--- config.mk ---
export PLATFORM = sky130hd
export DESIGN_NAME = ripemd160_msg_padder
export DESIGN_NICKNAME = d
export VERILOG_FILES = /design/src/rtl/ripemd160_pkg.sv /design/src/rtl/ripemd160_block_buf.sv /design/src/rtl/ripemd160_msg_padder.sv
export SDC_FILE = /design/constraint.sdc
export NUM_CORES = 2
export LEC_CHECK = 0
export ABC_AREA = 1
export BUFFER_PORTS_ARGS = -buffer_cell sky130_fd_sc_hd__clkbuf_2
export CELL_PAD_IN_SITES_DETAIL_PLACEMENT = 1
export CELL_PAD_IN_SITES_GLOBAL_PLACEMENT = 2
export CORE_ASPECT_RATIO = 0.75
export CORE_UTILIZATION = 35
export DETAILED_ROUTE_END_ITERATION = 10
export PLACE_DENSITY = 0.82
export SLEW_MARGIN = 20
export SYNTH_ARGS = -nofsm -noshare
export SYNTH_HDL_FRONTEND = slang
export SYNTH_SLANG_ARGS = --single-unit
--- constraint.sdc ---
create_clock -name clk -period 54.4 [get_ports clk]
set_clock_uncertainty 0.05 [all_clocks]
set_input_delay 5.44 -clock clk [delete_from_list [all_inputs] [get_ports clk]]
set_output_delay 5.44 -clock clk [all_outputs]
set_load 0.01 [all_outputs]
--- src/rtl/ripemd160_pkg.sv ---
// Shared constants and types for the RIPEMD-160 core and its message padder.
// Holds block geometry, the padding marker, FSM encodings and the H0 chaining values.
package ripemd160_pkg;

  localparam int BLOCK_BYTES = 64;
  localparam int LEN_OFFSET  = 56;
  localparam int IDX_W       = 6;

  localparam logic [7:0]       PAD_BYTE = 8'h80;
  localparam logic [IDX_W-1:0] LAST_IDX = IDX_W'(BLOCK_BYTES - 1);
  localparam logic [IDX_W-1:0] MAX_PAD_IDX = IDX_W'(LEN_OFFSET - 1);

  // Initial chaining value h0..h4 used by the compression core.
  localparam logic [159:0] H0 = {32'h67452301, 32'hEFCDAB89, 32'h98BADCFE,
                                 32'h10325476, 32'hC3D2E1F0};

  typedef enum logic [2:0] {
    IDLE  = 3'd0,
    FILL  = 3'd1,
    PAD   = 3'd2,
    LEN   = 3'd3,
    ISSUE = 3'd4,
    WAIT  = 3'd5
  } state_t;

endpackage

--- src/rtl/ripemd160_block_buf.sv ---
// 64-byte block assembly buffer: byte writes, 0x80 marker plus tail zeroing,
// little-endian length insertion and a synchronous clear. Byte i drives block[511-8*i -: 8].
module ripemd160_block_buf
  import ripemd160_pkg::*;
(
  input  logic             clk,
  input  logic             reset,
  input  logic             clr,
  input  logic             wr_en,
  input  logic [IDX_W-1:0] idx,
  input  logic [7:0]       wr_data,
  input  logic             pad_en,
  input  logic             len_en,
  input  logic [63:0]      bit_len,
  output logic [511:0]     block
);

  logic [7:0] mem [BLOCK_BYTES];

  // NOTE: this array is reset on purpose -- the block output must read all-zero
  // after reset, so it is built from flops rather than inferred as a RAM.
  always_ff @(posedge clk or posedge reset) begin
    if (reset) begin
      for (int j = 0; j < BLOCK_BYTES; j++) mem[j] <= '0;
    end else if (clr) begin
      for (int j = 0; j < BLOCK_BYTES; j++) mem[j] <= '0;
    end else begin
      if (wr_en) mem[idx] <= wr_data;
      if (pad_en) begin
        for (int j = 0; j < BLOCK_BYTES; j++) begin
          if (IDX_W'(j) == idx)     mem[j] <= PAD_BYTE;
          else if (IDX_W'(j) > idx) mem[j] <= '0;
        end
      end
      // Bit length is stored least-significant byte first.
      if (len_en) begin
        for (int k = 0; k < 8; k++) mem[LEN_OFFSET + k] <= bit_len[8*k +: 8];
      end
    end
  end

  for (genvar i = 0; i < BLOCK_BYTES; i++) begin : g_out
    assign block[511-8*i -: 8] = mem[i];
  end

endmodule

--- src/rtl/ripemd160_msg_padder.sv ---
// Byte-stream front end for the RIPEMD-160 core: assembles 512-bit blocks, applies
// MD-style padding with a little-endian bit length, and hands blocks over via init/next.
module ripemd160_msg_padder
  import ripemd160_pkg::*;
#(
  parameter int LEN_BYTES_W = 61
) (
  input  logic         clk,
  input  logic         reset,
  input  logic         msg_start,
  input  logic         msg_empty,
  input  logic         in_valid,
  input  logic [7:0]   in_data,
  input  logic         in_last,
  output logic         in_ready,
  input  logic         core_ready,
  output logic         core_init,
  output logic         core_next,
  output logic [511:0] block,
  output logic         msg_done,
  output logic         busy
);

  state_t                 state, next_state;
  logic [IDX_W-1:0]       idx;
  logic [LEN_BYTES_W-1:0] len;
  logic                   first_blk;
  logic                   last_flag;
  logic                   pad_pending;
  logic                   len_pending;

  logic buf_clr, buf_wr, buf_pad, buf_len;
  logic [63:0] bit_len;

  assign bit_len = 64'({len, 3'b000});
  assign busy    = (state != IDLE);

  // NOTE: every signal gets a default before the case so no path leaves one
  // unassigned -- otherwise synthesis infers a latch to hold the old value.
  always_comb begin
    next_state = state;
    in_ready   = 1'b0;
    core_init  = 1'b0;
    core_next  = 1'b0;
    msg_done   = 1'b0;
    buf_clr    = 1'b0;
    buf_wr     = 1'b0;
    buf_pad    = 1'b0;
    buf_len    = 1'b0;
    case (state)
      IDLE: begin
        if (msg_start) begin
          buf_clr    = 1'b1;
          next_state = msg_empty ? PAD : FILL;
        end
      end
      FILL: begin
        in_ready = 1'b1;
        if (in_valid) begin
          buf_wr = 1'b1;
          if (idx == LAST_IDX) next_state = ISSUE;
          else if (in_last)    next_state = PAD;
        end
      end
      PAD: begin
        buf_pad    = 1'b1;
        next_state = (idx <= MAX_PAD_IDX) ? LEN : ISSUE;
      end
      LEN: begin
        buf_len    = 1'b1;
        next_state = ISSUE;
      end
      ISSUE: begin
        if (core_ready) begin
          core_init  = first_blk;
          core_next  = !first_blk;
          next_state = WAIT;
        end
      end
      WAIT: begin
        // Ready high here means the core has taken the block, whether or not
        // it was ever seen low.
        if (core_ready) begin
          if (last_flag) begin
            msg_done   = 1'b1;
            next_state = IDLE;
          end else begin
            buf_clr = 1'b1;
            if (pad_pending)      next_state = PAD;
            else if (len_pending) next_state = LEN;
            else                  next_state = FILL;
          end
        end
      end
      default: next_state = IDLE;
    endcase
  end

  // NOTE: sequential state uses non-blocking assignments so every flop samples
  // pre-edge values, independent of statement order.
  always_ff @(posedge clk or posedge reset) begin
    if (reset) state <= IDLE;
    else       state <= next_state;
  end

  always_ff @(posedge clk or posedge reset) begin
    if (reset) begin
      idx         <= '0;
      len         <= '0;
      first_blk   <= 1'b0;
      last_flag   <= 1'b0;
      pad_pending <= 1'b0;
      len_pending <= 1'b0;
    end else begin
      case (state)
        IDLE: begin
          if (msg_start) begin
            idx         <= '0;
            len         <= '0;
            first_blk   <= 1'b1;
            last_flag   <= 1'b0;
            pad_pending <= 1'b0;
            len_pending <= 1'b0;
          end
        end
        FILL: begin
          if (in_valid) begin
            idx <= idx + 1'b1;
            len <= len + 1'b1;
            if (in_last && idx == LAST_IDX) pad_pending <= 1'b1;
          end
        end
        PAD: begin
          pad_pending <= 1'b0;
          if (idx > MAX_PAD_IDX) len_pending <= 1'b1;
        end
        LEN: begin
          len_pending <= 1'b0;
          last_flag   <= 1'b1;
        end
        ISSUE: begin
          if (core_ready) first_blk <= 1'b0;
        end
        WAIT: begin
          if (core_ready && !last_flag) idx <= '0;
        end
        default: ;
      endcase
    end
  end

  ripemd160_block_buf u_buf (
    .clk     (clk),
    .reset   (reset),
    .clr     (buf_clr),
    .wr_en   (buf_wr),
    .idx     (idx),
    .wr_data (in_data),
    .pad_en  (buf_pad),
    .len_en  (buf_len),
    .bit_len (bit_len),
    .block   (block)
  );

endmodule

* Word-level counts from Yosys, hierarchy flattened
Cells that the tools add are included.
Word-level totals: bits in registers 586, bits in latches 0, memory bits (writable) 0, bits in read-only memories 0, bits of input ports 15, output and inout port bits 517, word-level logic and storage cells 420, memories kept 0
Operators by class: add/sub/neg operators 2, multipliers 0, div/mod/pow operators 0, $lt $le $gt $ge 68, eq/ne operators 77, shift-type cells 0, multiplexer cells 180, bitwise gates (word level) 1, reductions and logical operators 21
Operator list (number):
- 2-to-1 mux 512 bit | 3
- 2-to-1 mux 8 bit | 129
- bitwise mux 512 bit | 1
- equality test 6 bit, first input constant | 32
- greater-than comparator 6 bit, first input constant | 32
- 2-to-1 mux 61 bit | 2
- one-hot mux 61 bit (2 select lines) | 1
- equality test 5 x 6 -> 1 bit, first input constant | 16
- greater-than comparator 5 x 6 -> 1 bit, first input constant | 16
- 2-to-1 mux 64 bit | 1
- adder 61 x 1 -> 61 bit, second input constant | 1
- demux 8 bit (select 6 bit) | 1
- equality test 4 x 6 -> 1 bit, first input constant | 8
- greater-than comparator 4 x 6 -> 1 bit, first input constant | 8
- equality test 3 x 6 -> 1 bit, first input constant | 4
- greater-than comparator 3 x 6 -> 1 bit, first input constant | 4
- 2-to-1 mux 1 bit | 21
- 2-to-1 mux 3 bit | 7
- 2-to-1 mux 6 bit | 3
- one-hot mux 3 bit (6 select lines) | 1
- one-hot mux 6 bit (3 select lines) | 1
- inequality test 2 bit, second input constant | 7
- equality test 2 x 6 -> 1 bit, first input constant | 2
- greater-than comparator 1 x 6 -> 1 bit, first input constant | 2
- other kinds (26) | 46

* Logic depth before layout (Yosys ltp)
depth in word-level cells 12, gate-level depth with buffers 13, mapped depth without buffers 11

* Modules after synthesis
A second synthesis with hierarchy kept.
Unflattened totals: cells, all modules 3467, area total of the unflattened synthesis 27943.0 sq um
Modules (own cells, without submodules):
- ripemd160_block_buf | instances 1, cells an instance 2700, area an instance 23034.6 sq um, sequential area each 12812.3 sq um
- ripemd160_msg_padder | instances 1, cells an instance 767, area an instance 4908.5 sq um, sequential area each 1851.8 sq um

* Worst setup path after synthesis
OpenSTA, ideal clock, no wires.
path type input -> output, start input port core_ready, end output port core_init, arrival 5.808 ns, required time 48.910 ns, setup slack 43.102 ns, cell stages on the path 4, path buffers 0, path through inv_1 nor2_1 inv_1 nor2_1
On the way: word-level cells in the longest chain between the ends 2
Ends and longest elaborated chain:
- start, declared | RTL line ripemd160_msg_padder.sv:16 | input logic core_ready,
- 2-to-1 mux 1 bit | RTL line ripemd160_msg_padder.sv:74 | if (core_ready) begin
- 2-to-1 mux 1 bit | RTL line ripemd160_msg_padder.sv:50 | case (state)
- end, declared | RTL line ripemd160_msg_padder.sv:17 | output logic core_init,
No other way between the ends.

* Final worst setup path
start input port core_ready, end output port core_next
On the way: word-level cells in the longest chain between the ends 2
Ends and longest elaborated chain:
- 2-to-1 mux 1 bit | RTL line ripemd160_msg_padder.sv:74
- 2-to-1 mux 1 bit | RTL line ripemd160_msg_padder.sv:50
- end, declared | RTL line ripemd160_msg_padder.sv:18 | output logic core_next,
No other way between the ends.

==> metrics.md <==
| Metric | Value |
|---|---|
| Die height | `248.7 µm` |
| Worst min path class | `reg -> reg` |
| Total Power | `1287 µW` |
| Commonest cells in the netlist | `nand2_1, dfrtp_1, nor2_1` |
| Total congestion overflow | `0` |
| Mapped cell area | `28400 µm²` |
| Clk sink count | `586` |
| Root buffer cell | `clkbuf_16` |
| Synthesis-to-layout area growth | `20.63%` |
| Max_cap viols | `0` |
| Status | `finished, final reports clean` |
| Warnings, synthesis | `0` |
| Die width | `330.9 µm` |
| Sw frac | `0.3823` |
| Multi-input logic area | `11430 µm²` |
| CP endpoint kind | `output pin` |
| Final Hold Vio Count | `0` |
| Dpl hpwl | `93570 µm` |
| IO buf count | `531` |
| Synth Net Count | `3623` |
| Primary FF master, synth | `dfrtp_1` |
| Largest net degree at the start of global routing | `147` |
| Dominant cells by area after synthesis | `dfrtp_1, nand2_1, nor2_1` |
| Seq. cell area | `14660 µm²` |
| Core area | `80400 µm²` |
| Synthesized instance count | `3604` |
| Die area | `82300 µm²` |
| DR iter-0 viols | `2361` |
| Num CTS Buffers | `66` |
| Max frequency | `86.80 MHz` |
| #FFs+latches synth | `586` |
| Number of synthesized flops with an enable pin | `0` |
| Std-Cell Rows | `90` |
| CP Max Fanout | `3` |
| Crit Path Category | `in -> out` |
| Vias | `28.04k` |
| Resize count post-CTS | `0` |
| Most numerous cell in the Yosys netlist | `nand2_1` |
| RSZ-0062 raised after global routing | `false` |
| DR DRC count | `0` |
| Internal power | `795.1 µW` |
| Fraction of layout cells with a size suffix above 1 | `0.1813` |
| Vias/cell | `5.409` |
| Fraction of registers with async set/reset | `1.000` |
| Post-synth cell types | `42` |
| Syn avg cell area | `7.881 µm²` |
| Met1 usage in global routing | `0.4603` |
| Minimum clock period | `11.52 ns` |
| Relative slew slack | `0.1954` |
| CTS Hold Bufs | `0` |
| Lkg Pwr | `0.01725 µW` |
| Number of routed nets with antenna violations | `0` |
| Top Ports | `532` |
| Global routing usage on met2 | `0.4602` |
| GRT Total Usage | `0.3147` |
| Initial antenna violation count | `2` |
| Combinational power share | `0.264` |
| Area leader, netlist | `dfrtp_1` |
| Maximum vdd drop | `0.02008 mV` |
| Worst-Margin Slew | `1.206 ns` |
| Setup Fix Bufs, Post-CTS | `0` |
| Synth top area share | `0.5163` |
| WL per Instance | `25.28 µm` |
| CTS tree | `built` |
| Sequential Power Share | `0.361` |
| Clk_lat worst skew | `0.64 ns` |
| Top Usage Layer GRT | `met1` |
| NetSw | `492.1 µW` |
| Max H-tree Level | `3` |
| CP arrival | `6.03 ns` |
| # setup viols final | `0` |
| Final setup TNS | `0 ns` |
| Drt pass-1 iters | `5` |
| Clock Power Share | `0.375` |
| Placer Congestion | `0.9610` |
| First-pass GRT wire length | `191900 µm` |
| WL final | `131100 µm` |
| CTS clock-pin slew for the worst setup and hold paths | `0.06 ns` |
| CTS max path bufs | `3` |
| Vias in the first global route | `27.66k` |
| Critical Path RT | `48.91 ns` |
| Nets | `4095` |
| Met3 GRT Util | `0.07828` |
| Starting density of the core | `0.3533` |
| Fin crit share | `0.2118` |
| # fillers | `9954` |
| Power Dens Cells | `37.57 nW/µm²` |
| Sequential area share after synthesis | `0.5163` |
| CP Launch Type | `input pin` |
| Max Transition Viols Final | `0` |
power by group through the flow:
stage	logic [µW]	clock network (µW)	registers, µW
6_report	340	482	465
5_1_grt	363	506	466
3_5_place_dp	334	0	473
3_3_place_gp	331	0	473
4_1_cts	336	490	465
2_1_floorplan	185	0	473
registers in the layout (all words and copies together), names as in the netlist:
| signal | count |
|---|---|
| last_flag | 1 |
| pad_pending | 1 |
| idx | 6 |
| len_pending | 1 |
| first_blk | 1 |
| state | 3 |
| len | 61 |
| u_buf.block | 512 |
logic make-up after synthesis:
group / after synthesis / share of synthesized area
buffers and inverters: 590 / 0.08194
flip-flops: 586 / 0.5163
multiplexers: 12 / 0.004229
adder cells (fa/ha/maj): 4 / 0.001762
XOR/XNOR: 2 / 0.0006169
AO/OA/AOI/OAI: 840 / 0.1678
AND/OR/NAND/NOR: 1570 / 0.2274
routing by layer:
metal  share of wire  routed length [µm]
met1            0.46               60390
met2            0.43               56160
met3           0.084               11020
met4           0.027                3480
met5               0                   0
area by class of cell:
cell class              instances  area share
inverters                     429     0.04722
diodes                          1  0.00007304
multi-input cells            2428      0.3337
clock inverters                21    0.008910
repair buffers                565     0.08574
flip-flops and latches        586      0.4280
well taps                    1058     0.03864
clock buffers                  96     0.05770
cells in the final DEF, fill, tap and decap left out, drive strengths merged:
cell      count
o22ai         2
xor2          2
nor3         80
and2          2
clkinvlp      2
a21o          1
o21a         25
clkbuf      626
bufinv        6
a21oi       380
nand2       736
inv         423
o21ai       233
a31oi        12
ha            4
nand3       134
nor2        575
o221ai        2
a211oi      100
nor3b         4
buf          35
o21bai        8
clkinv       19
or2           1
mux2i        12
o211ai       76
nor4          1
diode         1
nand3b        3
nand4        34
dfrtp       586
a22o          1
critical path, cell delays in order:
cell,delay (ns)
clkbuf_2,0.09
inv_1,0.06
nor2_1,0.14
inv_1,0.07
nor2_1,0.10
clkbuf_2,0.14
final timing paths:
| path | startpoint | endpoint | slack, ns | cells past startpoint |
|---|---|---|---|---|
| worst min-delay path | u_buf.block[155] | u_buf.block[155] | 0.44 | 1 |
| worst max-delay path | core_ready | core_next | 42.88 | 6 |
| worst max register to register | state[0] | u_buf.block[2] | 50.12 | 11 |
| min in group asynchronous | reset | u_buf.block[104] | 4.96 | 2 |
| max in group asynchronous | reset | u_buf.block[76] | 46.46 | 5 |
| worst min register to register | u_buf.block[155] | u_buf.block[155] | 0.44 | 1 |
metrics by stage:
step           hold WS, ns  std cells  instance area, µm²  utilization  worst slack [ns]
6_report            0.4384       5184               34260       0.4261             42.88
4_1_cts             0.4436       5183               34260       0.4261             42.87
5_1_grt             0.4677       5183               34260       0.4261             42.79
3_3_place_gp        0.4212       5066               31980       0.3977             42.90
2_1_floorplan       0.3980       3604               28400            -             32.51
3_5_place_dp        0.4288       5066               31980       0.3977             42.87
(Power assumes the default switching activity.)
